[src/rtl/split_pkg.sv]
// rtl/split_pkg.sv - shared types and helpers for lane split/merge blocks
// Contents: state_t (IDLE, SHIFT), clog2(), lane_count() clamp.
package split_pkg;

    typedef enum logic {
        IDLE  = 1'b0,
        SHIFT = 1'b1
    } state_t;

    // Width needed to encode values 0..n-1.
    function automatic int clog2(input int n);
        int r;
        r = 0;
        while ((1 << r) < n) r++;
        return r;
    endfunction

    // A requested lane count of 0, or one larger than the word holds,
    // means "send the whole word".
    function automatic int lane_count(input int req, input int lanes);
        if (req <= 0 || req > lanes) return lanes;
        return req;
    endfunction

endpackage

[src/rtl/split_lane_sel.sv]
// rtl/split_lane_sel.sv - combinational LANES:1 lane multiplexer
// Ports: word (LANES*LANE_W packed lanes, lane 0 in the low bits),
//        sel (physical lane index), lane (selected lane, 0 if sel is out of range).
module split_lane_sel
    import split_pkg::*;
#(
    parameter int LANES  = 4,
    parameter int LANE_W = 8,
    parameter int SEL_W  = clog2(LANES)
) (
    input  logic [LANES*LANE_W-1:0] word,
    input  logic [SEL_W-1:0]        sel,
    output logic [LANE_W-1:0]       lane
);

    // Compare-and-select keeps non-power-of-two LANES from indexing past the word.
    always_comb begin
        lane = '0;
        for (int i = 0; i < LANES; i++) begin
            if (sel == SEL_W'(i)) lane = word[i*LANE_W +: LANE_W];
        end
    end

endmodule

[src/rtl/split_serial.sv]
// rtl/split_serial.sv - wide word to narrow lane-per-beat serialiser
// Ports: clk, rst (async active-high); in_data/in_lanes/in_valid/in_ready word input;
//        out_data/out_idx/out_last/out_valid/out_ready lane stream; busy while a word is held.
module split_serial
    import split_pkg::*;
#(
    parameter int LANES     = 4,
    parameter int LANE_W    = 8,
    parameter bit MSB_FIRST = 1'b0,
    parameter int CNT_W     = clog2(LANES + 1)
) (
    input  logic                    clk,
    input  logic                    rst,
    input  logic [LANES*LANE_W-1:0] in_data,
    input  logic [CNT_W-1:0]        in_lanes,
    input  logic                    in_valid,
    output logic                    in_ready,
    output logic [LANE_W-1:0]       out_data,
    output logic [CNT_W-1:0]        out_idx,
    output logic                    out_last,
    output logic                    out_valid,
    input  logic                    out_ready,
    output logic                    busy
);

    localparam int SEL_W = clog2(LANES);

    state_t                  state_q, state_d;
    logic [LANES*LANE_W-1:0] word_q;
    logic [CNT_W-1:0]        count_q;
    logic [CNT_W-1:0]        beat_q;
    logic [CNT_W-1:0]        phys_idx;
    logic [LANE_W-1:0]       lane;
    logic                    last_beat;
    logic                    accept;
    logic                    xfer;

    // Beat number maps to a physical lane; descending order counts down from the top lane.
    always_comb begin
        if (MSB_FIRST) phys_idx = CNT_W'(LANES - 1) - beat_q;
        else           phys_idx = beat_q;
    end

    assign last_beat = (beat_q == count_q - CNT_W'(1));
    assign accept    = in_valid && in_ready;
    assign xfer      = out_valid && out_ready;

    split_lane_sel #(
        .LANES  (LANES),
        .LANE_W (LANE_W),
        .SEL_W  (SEL_W)
    ) u_lane_sel (
        .word (word_q),
        .sel  (phys_idx[SEL_W-1:0]),
        .lane (lane)
    );

    always_ff @(posedge clk or posedge rst) begin
        if (rst) state_q <= IDLE;
        else     state_q <= state_d;
    end

    // Outputs are gated by state so that IDLE presents all-zero beat fields.
    always_comb begin
        state_d   = state_q;
        in_ready  = 1'b0;
        out_valid = 1'b0;
        busy      = 1'b0;
        out_last  = 1'b0;
        out_data  = '0;
        out_idx   = '0;
        case (state_q)
            IDLE: begin
                in_ready = 1'b1;
                if (in_valid) state_d = SHIFT;
            end
            SHIFT: begin
                out_valid = 1'b1;
                busy      = 1'b1;
                out_last  = last_beat;
                out_data  = lane;
                out_idx   = phys_idx;
                // The final beat leaving frees the word register for a same-cycle refill.
                if (out_ready && last_beat) begin
                    in_ready = 1'b1;
                    if (!in_valid) state_d = IDLE;
                end
            end
            default: state_d = IDLE;
        endcase
    end

    always_ff @(posedge clk or posedge rst) begin
        if (rst) begin
            word_q  <= '0;
            count_q <= '0;
            beat_q  <= '0;
        end else if (accept) begin
            word_q  <= in_data;
            count_q <= CNT_W'(lane_count(int'(in_lanes), LANES));
            beat_q  <= '0;
        end else if (xfer) begin
            beat_q  <= beat_q + CNT_W'(1);
        end
    end

endmodule

[config.mk]
export PLATFORM = sky130hd
export DESIGN_NAME = split_serial
export DESIGN_NICKNAME = d
export VERILOG_FILES = /design/src/rtl/split_pkg.sv /design/src/rtl/split_lane_sel.sv /design/src/rtl/split_serial.sv
export SDC_FILE = /design/constraint.sdc
export NUM_CORES = 1
export LEC_CHECK = 0
export BUFFER_PORTS_ARGS = -buffer_cell sky130_fd_sc_hd__buf_2
export CAP_MARGIN = 20
export CORE_MARGIN = 10
export CORE_UTILIZATION = 30
export CTS_BUF_LIST = sky130_fd_sc_hd__clkbuf_4 sky130_fd_sc_hd__clkbuf_8
export CTS_CLUSTER_SIZE = 28
export DETAILED_ROUTE_END_ITERATION = 10
export PLACE_DENSITY = 0.52
export SYNTH_ARGS = -nofsm -noshare
export SYNTH_HDL_FRONTEND = slang
export SYNTH_HIERARCHICAL = 1
export SYNTH_SLANG_ARGS = --single-unit
[constraint.sdc]
create_clock -name clk -period 2.1 [get_ports clk]
set_input_delay 0.42 -clock clk [delete_from_list [all_inputs] [get_ports clk]]
set_output_delay 0.42 -clock clk [all_outputs]
set_load 0.01 [all_outputs]
==> results of run 1 <==
[per-stage QoR]
stage | hold WS (ns) | utilization
6_report | 0.172 | 0.413
5_1_grt | 0.210 | 0.413
4_1_cts | 0.185 | 0.394
3_5_place_dp | 0.475 | 0.369
3_3_place_gp | 0.480 | 0.369
2_1_floorplan | 0.453 | -
[flip-flops by register name (all words and copies together) (netlist names)]
register / flops
count_q: 3
state_q: 1
beat_q: 3
word_q: 32
[worst max path at each step]
stage,cells past startpoint,slack (ns),startpoint,endpoint
2_1_floorplan,6,-0.02,count_q[0],word_q[2]
3_3_place_gp,6,0.03,count_q[0],word_q[29]
3_5_place_dp,6,0.01,count_q[0],word_q[29]
4_1_cts,5,-0.12,count_q[0],in_ready
5_1_grt,5,-0.15,count_q[1],in_ready
6_report,5,-0.08,count_q[0],in_ready
[metal layers]
metal / GRT usage / wire (um) / vias to the layer above / part of all wire
li1: - / - / 612 / -
met4: 0.0261 / 25 / 0 / 0.0056
met3: 0.0391 / 361 / 4 / 0.081
met1: 0.113 / 2020 / 624 / 0.45
met5: 0 / 0 / - / 0
met2: 0.149 / 2050 / 39 / 0.46
[cells in the mapped netlist (all sizes together)]
| cell type | count |
|---|---|
| a21boi | 1 |
| nor4b | 2 |
| o41ai | 2 |
| a22oi | 1 |
| nand2b | 3 |
| nand2 | 3 |
| dfrtp | 39 |
| ha | 3 |
| xnor2 | 2 |
| clkbuf | 3 |
| buf | 5 |
| inv | 6 |
| nand3 | 3 |
| and2 | 11 |
| xor3 | 1 |
| nor2 | 1 |
| or2 | 1 |
| mux2 | 32 |
| o21ai | 2 |
| mux2i | 3 |
| o31ai | 1 |
| mux4 | 8 |
| nand4b | 1 |
[cell type report]
class | instances | area share
clock buffers | 6 | 0.0317
inverters | 6 | 0.00865
flip-flops and latches | 39 | 0.375
well taps | 77 | 0.0370
repair buffers | 68 | 0.180
multi-input cells | 81 | 0.366
clock inverters | 1 | 0.00192
[power by group through the flow]
stage	combinational (mW)	sequential [mW]	clock [mW]
floorplan	1.58	1.29	0
global placement	2.15	1.34	0
detailed placement	2.17	1.35	0
CTS	2.44	1.34	0.534
global route	3.06	1.40	0.567
finish	2.81	1.34	0.505
[logic make-up after synthesis]
family | Yosys count | share of synthesized area
AO/OA/AOI/OAI | 7 | 0.0356
adder cells (fa/ha/maj) | 3 | 0.0194
flip-flops | 39 | 0.505
XOR/XNOR | 3 | 0.0220
multiplexers | 43 | 0.295
AND/OR/NAND/NOR | 25 | 0.0783
buffers and inverters | 14 | 0.0453
[timing repair]
item / 4_1_cts / 5_1_grt
gates cloned: 0 / 0
pin swaps: 1 / 1
resized for setup: 12 / 17
setup endpoints to repair: 10 / 42
setup buffers: 2 / 3
==> qor.txt, run 1 <==
worst-skew pair later-pin latency = 0.28 ns
kind of critical path = reg -> out
crit share post-route = 1.04
Net Count, Synth = 176
combinational share of power = 0.604
syn avg cell area = 14.4 um^2
TritonCTS clock tree = yes
DRT Pass-1 Iters = 3
Worst Reg-to-Reg Cells = 6
outcome = finished with violations
Critical Path Start Type = flop
#FFs+latches synth = 39
worst path arrival time = 1.76 ns
largest net degree at the start of global routing = 28
CTS Sinks = 39
buffer and inverter count on the worst path = 2
GRT Total Usage = 0.0934
Slew @ Worst Pin = 0.554 ns
diode count = 0
RSZ-0062 raised after global routing = yes
die area = 10100 um^2
Worst Skew = 0.00519 ns
Vias/cell = 4.60
synthesized cell area = 1930 um^2
Slew Viols, Final = 0
Seq. cell area = 976 um^2
Sw Pwr = 1.54 mW
Req. time, crit path = 1.68 ns
Setup-failing EPs final = 2
fmax = 0.459 GHz
DR DRC count = 0
R2R setup slack = 0.03 ns
switch share = 0.330
global-route wire length before repair = 7490 um
Final ANT Viol Nets = 0
I/O Buffers = 53
Slowest cell on crit path = dfrtp_1
top post-synthesis cells by area = dfrtp_1 (50%), mux2_2 (18%), mux4_2 (9.3%), and2_1 (3.2%), buf_6 (2.3%)
initial antenna violation count = 0
DR WL/cell = 16.0 um
maximum clock path buffer count = 2
vias = 1279
Reg power frac = 0.288
violated checks = setup timing
vias in the first global route = 1504
grt ovf = 0
worst path cell trace = inv_2 > ha_4 > xor3_2 > o41ai_4 > buf_2
most common cell after layout, fill and taps aside = buf_2
Final WS setup = -0.0775 ns
area leader, netlist = dfrtp_1
Clock transition at path regs = 0.07 ns
Clk pwr share = 0.108
Setup WS pre-CTS = 0.0111 ns
Inst Count DP = 266
Crit Reg-Reg Endpoint = word_q[10]
Fillers = 620
Pwr Density = 1790 nW/um^2
Max Cap Violations = 0
placed inst area = 2330 um^2
Internal Power = 3.12 mW
1st-iter DRT viols = 47
H-tree Lvls = 2
Core Region = 6310 um^2
Period minus WS final = 2.18 ns
register area share after synthesis = 0.505
r2r startpoint = count_q[0]
Syn. warnings = 6
die height = 100 um
most frequent cells in the layout = buf_2 (45), dfrtp_1 (39), mux2_2 (31)
Max VDD drop = 0.000951 V
Largest delay share family, worst path = flip-flops
Pwr Total = 4.66 mW
Area Overhead vs Synth = 34.7%
Final Instance Area = 2610 um^2
I/O pin cnt = 54
Net count, final = 243
P_leak = 1.22 nW
relative slew slack = 0.630
Post-DP HPWL = 3330 um
TNS Setup = -0.122 ns
top cell type's share of synthesized area = 0.505
Distinct cells, synth = 28
WL final = 4460 um
Starting Density = 0.306
GP Congestion = 0.660
footprint of the multi-input gates = 955 um^2
root buffer cell = clkbuf_8
crit path capture type = output port
max incr delay on CP = 0.39 ns
CP max FO = 4
Hold WC Path Type = in -> async
Finished Layout Cells = 278
width of the die = 100 um
share of cells above drive strength 1 = 0.657
Rows = 29
TritonCTS buffer count = 5
Mapped Cells = 134
cts hold-fix bufs = 0
final hold vios = 0
(Power assumes the default switching activity.)
==> run 2: changes to the inputs <==
--- a/config.mk
+++ b/config.mk
@@ -8,11 +8,12 @@
 export BUFFER_PORTS_ARGS = -buffer_cell sky130_fd_sc_hd__buf_2
 export CAP_MARGIN = 20
 export CORE_MARGIN = 10
-export CORE_UTILIZATION = 30
+export CORE_UTILIZATION = 48
 export CTS_BUF_LIST = sky130_fd_sc_hd__clkbuf_4 sky130_fd_sc_hd__clkbuf_8
 export CTS_CLUSTER_SIZE = 28
 export DETAILED_ROUTE_END_ITERATION = 10
-export PLACE_DENSITY = 0.52
+export GPL_TIMING_DRIVEN = 0
+export PLACE_DENSITY = 0.76
 export SYNTH_ARGS = -nofsm -noshare
 export SYNTH_HDL_FRONTEND = slang
 export SYNTH_HIERARCHICAL = 1
==> qor.txt, run 2 (synthesis gave the netlist of run 1 again) <==
Post-DP HPWL = 3270 um (was 3330 um)
crit share post-route = 1.06 (was 1.04)
share of cells above drive strength 1 = 0.662 (was 0.657)
Fillers = 270 (was 620)
GP Congestion = 0.787 (was 0.660)
DR DRC count = 0 (unchanged)
cts hold-fix bufs = 0 (unchanged)
Final WS setup = -0.136 ns (was -0.0775 ns)
Final ANT Viol Nets = 0 (unchanged)
CP max FO = 4 (unchanged)
Vias/cell = 5.30 (was 4.60)
vias = 1361 (was 1279)
die height = 83.5 um (was 100 um)
diode count = 0 (unchanged)
global-route wire length before repair = 7890 um (was 7490 um)
largest net degree at the start of global routing = 40 (was 28)
Rows = 23 (was 29)
violated checks = setup timing (unchanged)
switch share = 0.336 (was 0.330)
root buffer cell = clkbuf_8 (unchanged)
Net count, final = 248 (was 243)
TritonCTS buffer count = 5 (unchanged)
r2r startpoint = count_q[0] (unchanged)
outcome = finished with violations (unchanged)
Worst Skew = 0.00600 ns (was 0.00519 ns)
Starting Density = 0.491 (was 0.306)
H-tree Lvls = 2 (unchanged)
WL final = 4980 um (was 4460 um)
crit path capture type = output port (unchanged)
RSZ-0062 raised after global routing = yes (unchanged)
Clock transition at path regs = 0.07 ns (about the same)
width of the die = 83.5 um (was 100 um)
Critical Path Start Type = flop (unchanged)
Max Cap Violations = 0 (unchanged)
Area Overhead vs Synth = 41.1% (was 34.7%)
largest register by flop count = word_q (unchanged)
most common cell after layout, fill and taps aside = buf_2 (unchanged)
final hold vios = 0 (unchanged)
DRT Pass-1 Iters = 4 (was 3)
Worst Reg-to-Reg Cells = 8 (was 6)
CTS Sinks = 39 (unchanged)
relative slew slack = 0.474 (was 0.630)
Reg power frac = 0.280 (was 0.288)
Slew Viols, Final = 0 (unchanged)
Max VDD drop = 0.000871 V (was 0.000951 V)
Hold WC Path Type = in -> async (unchanged)
TNS Setup = -1.05 ns (was -0.122 ns)
GRT Total Usage = 0.142 (was 0.0934)
TritonCTS clock tree = yes (unchanged)
Req. time, crit path = 1.68 ns (about the same)
I/O Buffers = 53 (unchanged)
Setup-failing EPs final = 17 (was 2)
Final Util = 0.692 (was 0.413)
I/O pin cnt = 54 (unchanged)
worst path arrival time = 1.82 ns (was 1.76 ns)
DR WL/cell = 19.4 um (was 16.0 um)
Largest regs = word_q (32), beat_q (3), count_q (3) (unchanged)
die area = 6970 um^2 (was 10100 um^2)
Core Region = 3940 um^2 (was 6310 um^2)
initial antenna violation count = 0 (unchanged)
1st-iter DRT viols = 62 (was 47)
Pwr Total = 5.00 mW (was 4.66 mW)
Period minus WS final = 2.24 ns (was 2.18 ns)
Largest register FFs = 32 (unchanged)
P_leak = 1.33 nW (was 1.22 nW)
kind of critical path = reg -> out (unchanged)
fmax = 0.447 GHz (was 0.459 GHz)
worst-skew pair later-pin latency = 0.29 ns (was 0.28 ns)
combinational share of power = 0.618 (was 0.604)
maximum clock path buffer count = 2 (unchanged)
Slew @ Worst Pin = 0.789 ns (was 0.554 ns)
vias in the first global route = 1575 (was 1504)
most frequent cells in the layout = buf_2 (49), dfrtp_1 (38), mux2_4 (32) (was buf_2 (45), dfrtp_1 (39), mux2_2 (31))
Internal Power = 3.32 mW (was 3.12 mW)
grt ovf = 0 (unchanged)
Clk pwr share = 0.102 (was 0.108)
WHS = 0.274 ns (was 0.172 ns)
Sw Pwr = 1.68 mW (was 1.54 mW)
Pwr Density = 1830 nW/um^2 (was 1790 nW/um^2)
critical path startpoint = count_q[0] (unchanged)
run 2: metrics by stage:
step,setup WS (ns),cell area (um^2),std cells
after floorplan,-0.0192,1930,134
after global placement,-0.244,2260,237
after detailed placement,-0.278,2260,237
after CTS,-0.125,2550,257
after global routing,-0.221,2730,257
final,-0.136,2730,257
run 2: routing by layer:
layer / up-vias / wire length, um / GRT usage
met5: - / 0 / 0
met4: 0 / 107 / 0.0518
met3: 9 / 316 / 0.0596
met2: 36 / 2580 / 0.258
met1: 693 / 1980 / 0.141
li1: 623 / - / -
run 2: timing repair:
| item | 4_1_cts | 5_1_grt |
|---|---|---|
| gates cloned | 2 | 0 |
| gates resized for setup | 15 | 54 |
| setup buffers | 10 | 5 |
| endpoints found under the setup margin | 47 | 44 |
| pin swaps | 1 | 2 |
run 2: cell type report:
type	count	area, um^2	share of cell area
buffer	6	75.1	0.0275
clock buffer	7	83.8	0.0307
clock inverter	1	5.00	0.00183
inverter	6	22.5	0.00825
multi-input combinational	81	1050	0.383
sequential	39	977	0.358
tap	50	62.6	0.0229
timing repair buffer	67	458	0.168
run 2: final timing paths:
check | endpoint | slack, ns
worst min-delay path | count_q[1] | 0.27
min in group clk | word_q[16] | 0.35
worst max register to register | word_q[4] | -0.09
max in group asynchronous | beat_q[0] | 1.28
worst max-delay path | in_ready | -0.14
worst min register to register | word_q[14] | 0.51
run 2: critical path, cell delays in order (launching register included):
cell     delay (ns)
dfrtp_1        0.41
inv_2          0.09
ha_4           0.13
xor3_2         0.33
o41ai_4        0.38
buf_2          0.19
run 2: power by group through the flow:
stage | clock network, mW | registers, mW | logic, mW
after floorplan | 0 | 1.29 | 1.58
after global placement | 0 | 1.33 | 2.04
after detailed placement | 0 | 1.37 | 2.10
after CTS | 0.521 | 1.35 | 2.52
after global routing | 0.559 | 1.44 | 3.30
final | 0.510 | 1.40 | 3.09
==> run 3: changes to the inputs <==
--- a/config.mk
+++ b/config.mk
@@ -6,12 +6,13 @@
 export NUM_CORES = 1
 export LEC_CHECK = 0
 export BUFFER_PORTS_ARGS = -buffer_cell sky130_fd_sc_hd__buf_2
-export CAP_MARGIN = 20
+export CORE_ASPECT_RATIO = 0.6
 export CORE_MARGIN = 10
 export CORE_UTILIZATION = 48
 export CTS_BUF_LIST = sky130_fd_sc_hd__clkbuf_4 sky130_fd_sc_hd__clkbuf_8
 export CTS_CLUSTER_SIZE = 28
 export DETAILED_ROUTE_END_ITERATION = 10
+export GPL_ROUTABILITY_DRIVEN = 0
 export GPL_TIMING_DRIVEN = 0
 export PLACE_DENSITY = 0.76
 export SYNTH_ARGS = -nofsm -noshare
==> qor.txt, run 3 (synthesis gave the netlist of run 1 again) <==
critical path startpoint = count_q[0] (unchanged)
RSZ-0062 raised after global routing = yes (unchanged)
placed inst area = 2260 um^2 (about the same)
Vias/cell = 5.61 (was 5.30)
Final ANT Viol Nets = 0 (unchanged)
Seq. cell area = 978 um^2 (was 977 um^2)
1st-iter DRT viols = 83 (was 62)
grt ovf = 0 (unchanged)
combinational share of power = 0.629 (was 0.618)
I/O Buffers = 53 (unchanged)
Clock transition at path regs = 0.08 ns (was 0.07 ns)
Final WS setup = -0.104 ns (was -0.136 ns)
vias in the first global route = 1619 (was 1575)
DRT Pass-1 Iters = 6 (was 4)
Fillers = 241 (was 270)
P_leak = 1.34 nW (was 1.33 nW)
buffer and inverter count on the worst path = 2 (unchanged)
Reg power frac = 0.272 (was 0.280)
root buffer cell = clkbuf_8 (unchanged)
Sw Pwr = 1.81 mW (was 1.68 mW)
Core Region = 3760 um^2 (was 3940 um^2)
r2r startpoint = count_q[0] (unchanged)
switch share = 0.348 (was 0.336)
R2R setup slack = -0.01 ns (was -0.09 ns)
Area Overhead vs Synth = 42.5% (was 41.1%)
initial antenna violation count = 0 (unchanged)
maximum clock path buffer count = 2 (unchanged)
GRT Total Usage = 0.158 (was 0.142)
I/O pin cnt = 54 (unchanged)
largest register by flop count = word_q (unchanged)
die area = 7050 um^2 (was 6970 um^2)
Slowest cell on crit path = dfrtp_1 (unchanged)
Internal Power = 3.40 mW (was 3.32 mW)
DR DRC count = 0 (unchanged)
Largest register FFs = 32 (unchanged)
outcome = finished with violations (unchanged)
H-tree Lvls = 2 (unchanged)
TritonCTS clock tree = yes (unchanged)
crit path capture type = output port (unchanged)
Net count, final = 250 (was 248)
WL final = 5600 um (was 4980 um)
Post-DP HPWL = 3650 um (was 3270 um)
Max Cap Violations = 0 (unchanged)
violated checks = setup timing (unchanged)
Pwr Total = 5.21 mW (was 5.00 mW)
largest net degree at the start of global routing = 40 (unchanged)
crit share post-route = 1.05 (was 1.06)
vias = 1430 (was 1361)
relative slew slack = 0.461 (was 0.474)
Crit Reg-Reg Endpoint = word_q[20] (was word_q[4])
Setup-failing EPs final = 7 (was 17)
TritonCTS buffer count = 5 (unchanged)
cts hold-fix bufs = 0 (unchanged)
kind of critical path = reg -> out (unchanged)
CP max FO = 4 (unchanged)
share of cells above drive strength 1 = 0.678 (was 0.662)
die height = 69.2 um (was 83.5 um)
Pwr Density = 1890 nW/um^2 (was 1830 nW/um^2)
Req. time, crit path = 1.68 ns (about the same)
Setup WS pre-CTS = -0.339 ns (was -0.278 ns)
footprint of the multi-input gates = 1070 um^2 (was 1050 um^2)
most frequent cells in the layout = buf_2 (50), dfrtp_1 (37), mux2_4 (32) (was buf_2 (49), dfrtp_1 (38), mux2_4 (32))
max incr delay on CP = 0.39 ns (was 0.41 ns)
Worst Reg-to-Reg Cells = 7 (was 8)
Period minus WS final = 2.20 ns (was 2.24 ns)
DR WL/cell = 22.0 um (was 19.4 um)
Rows = 17 (was 23)
Largest regs = word_q (32), beat_q (3), count_q (3) (unchanged)
Final Instance Area = 2760 um^2 (was 2730 um^2)
global-route wire length before repair = 8620 um (was 7890 um)
Worst Skew = 0.00599 ns (was 0.00600 ns)
Clk pwr share = 0.099 (was 0.102)
worst-skew pair later-pin latency = 0.30 ns (was 0.29 ns)
width of the die = 102 um (was 83.5 um)
Slew Viols, Final = 0 (unchanged)
worst path arrival time = 1.78 ns (was 1.82 ns)
Largest delay share family, worst path = flip-flops (unchanged)
CTS Sinks = 39 (unchanged)
Starting Density = 0.514 (was 0.491)
most common cell after layout, fill and taps aside = buf_2 (unchanged)
fmax = 0.454 GHz (was 0.447 GHz)
WHS = 0.271 ns (was 0.274 ns)
diode count = 0 (unchanged)
Hold WC Path Type = in -> async (unchanged)
Max VDD drop = 0.000775 V (was 0.000871 V)
worst path cell trace = inv_2 > ha_4 > xor3_2 > o41ai_4 > buf_2 (unchanged)
final hold vios = 0 (unchanged)
Final Util = 0.732 (was 0.692)
Critical Path Start Type = flop (unchanged)
Slew @ Worst Pin = 0.807 ns (was 0.789 ns)
[run 3: changes by cell type in the layout (fill, tap and decap cells not counted), moves of 2 or more]
cell	change
buf_4	+3
buf_16	+2
clkbuf_4	-2
buf_12	-3
[run 3: worst reg2reg max path, delay by kind of cell, from the launching register on]
kind	cells	cell delay [ns]
AO/OA/AOI/OAI	1	0.37
XOR/XNOR	1	0.33
adder cells (fa/ha/maj)	1	0.13
buffers and inverters	3	0.49
flip-flops	1	0.39
multiplexers	1	0.30
[run 3: repair_timing]
action	CTS	global route
endpoints found under the setup margin	47	44
gates resized for setup	29	42
setup buffers	13	1
pin swaps	1	3
cloned	3	0
[run 3: power groups by stage]
stage / combinational [mW] / clock [mW] / sequential, mW
detailed placement: 2.13 / 0 / 1.38
global route: 3.49 / 0.554 / 1.46
finish: 3.28 / 0.516 / 1.42
CTS: 2.72 / 0.525 / 1.36
floorplan: 1.58 / 0 / 1.29
global placement: 2.03 / 0 / 1.33
[run 3: through the flow]
| stage | setup TNS, ns | instances |
|---|---|---|
| 2_1_floorplan | -0.343 | 134 |
| 3_3_place_gp | -7.48 | 234 |
| 3_5_place_dp | -9.86 | 234 |
| 4_1_cts | -0.382 | 257 |
| 5_1_grt | -1.26 | 255 |
| 6_report | -0.254 | 255 |
[run 3: worst max-delay path by stage]
stage	end	slack [ns]	cells past startpoint
6_report	in_ready	-0.10	5
3_3_place_gp	word_q[5]	-0.27	6
5_1_grt	out_last	-0.18	6
2_1_floorplan	word_q[2]	-0.02	6
3_5_place_dp	word_q[27]	-0.34	6
4_1_cts	in_ready	-0.07	5
[run 3: layer usage]
metal	track usage	share of wire	vias up	routed length, um
met5	0	0	-	0
li1	-	-	632	-
met1	0.178	0.39	692	2180
met4	0.0895	0.037	0	209
met3	0.0605	0.12	21	648
met2	0.249	0.46	85	2570
[run 3: final cells by class]
cell class                 instances  area share
multi-input combinational         81       0.388
sequential                        39       0.355
timing repair buffer              69       0.171
clock buffer                       6      0.0300
buffer                             6      0.0254
tap                               47      0.0213
inverter                           6     0.00817
clock inverter                     1     0.00182
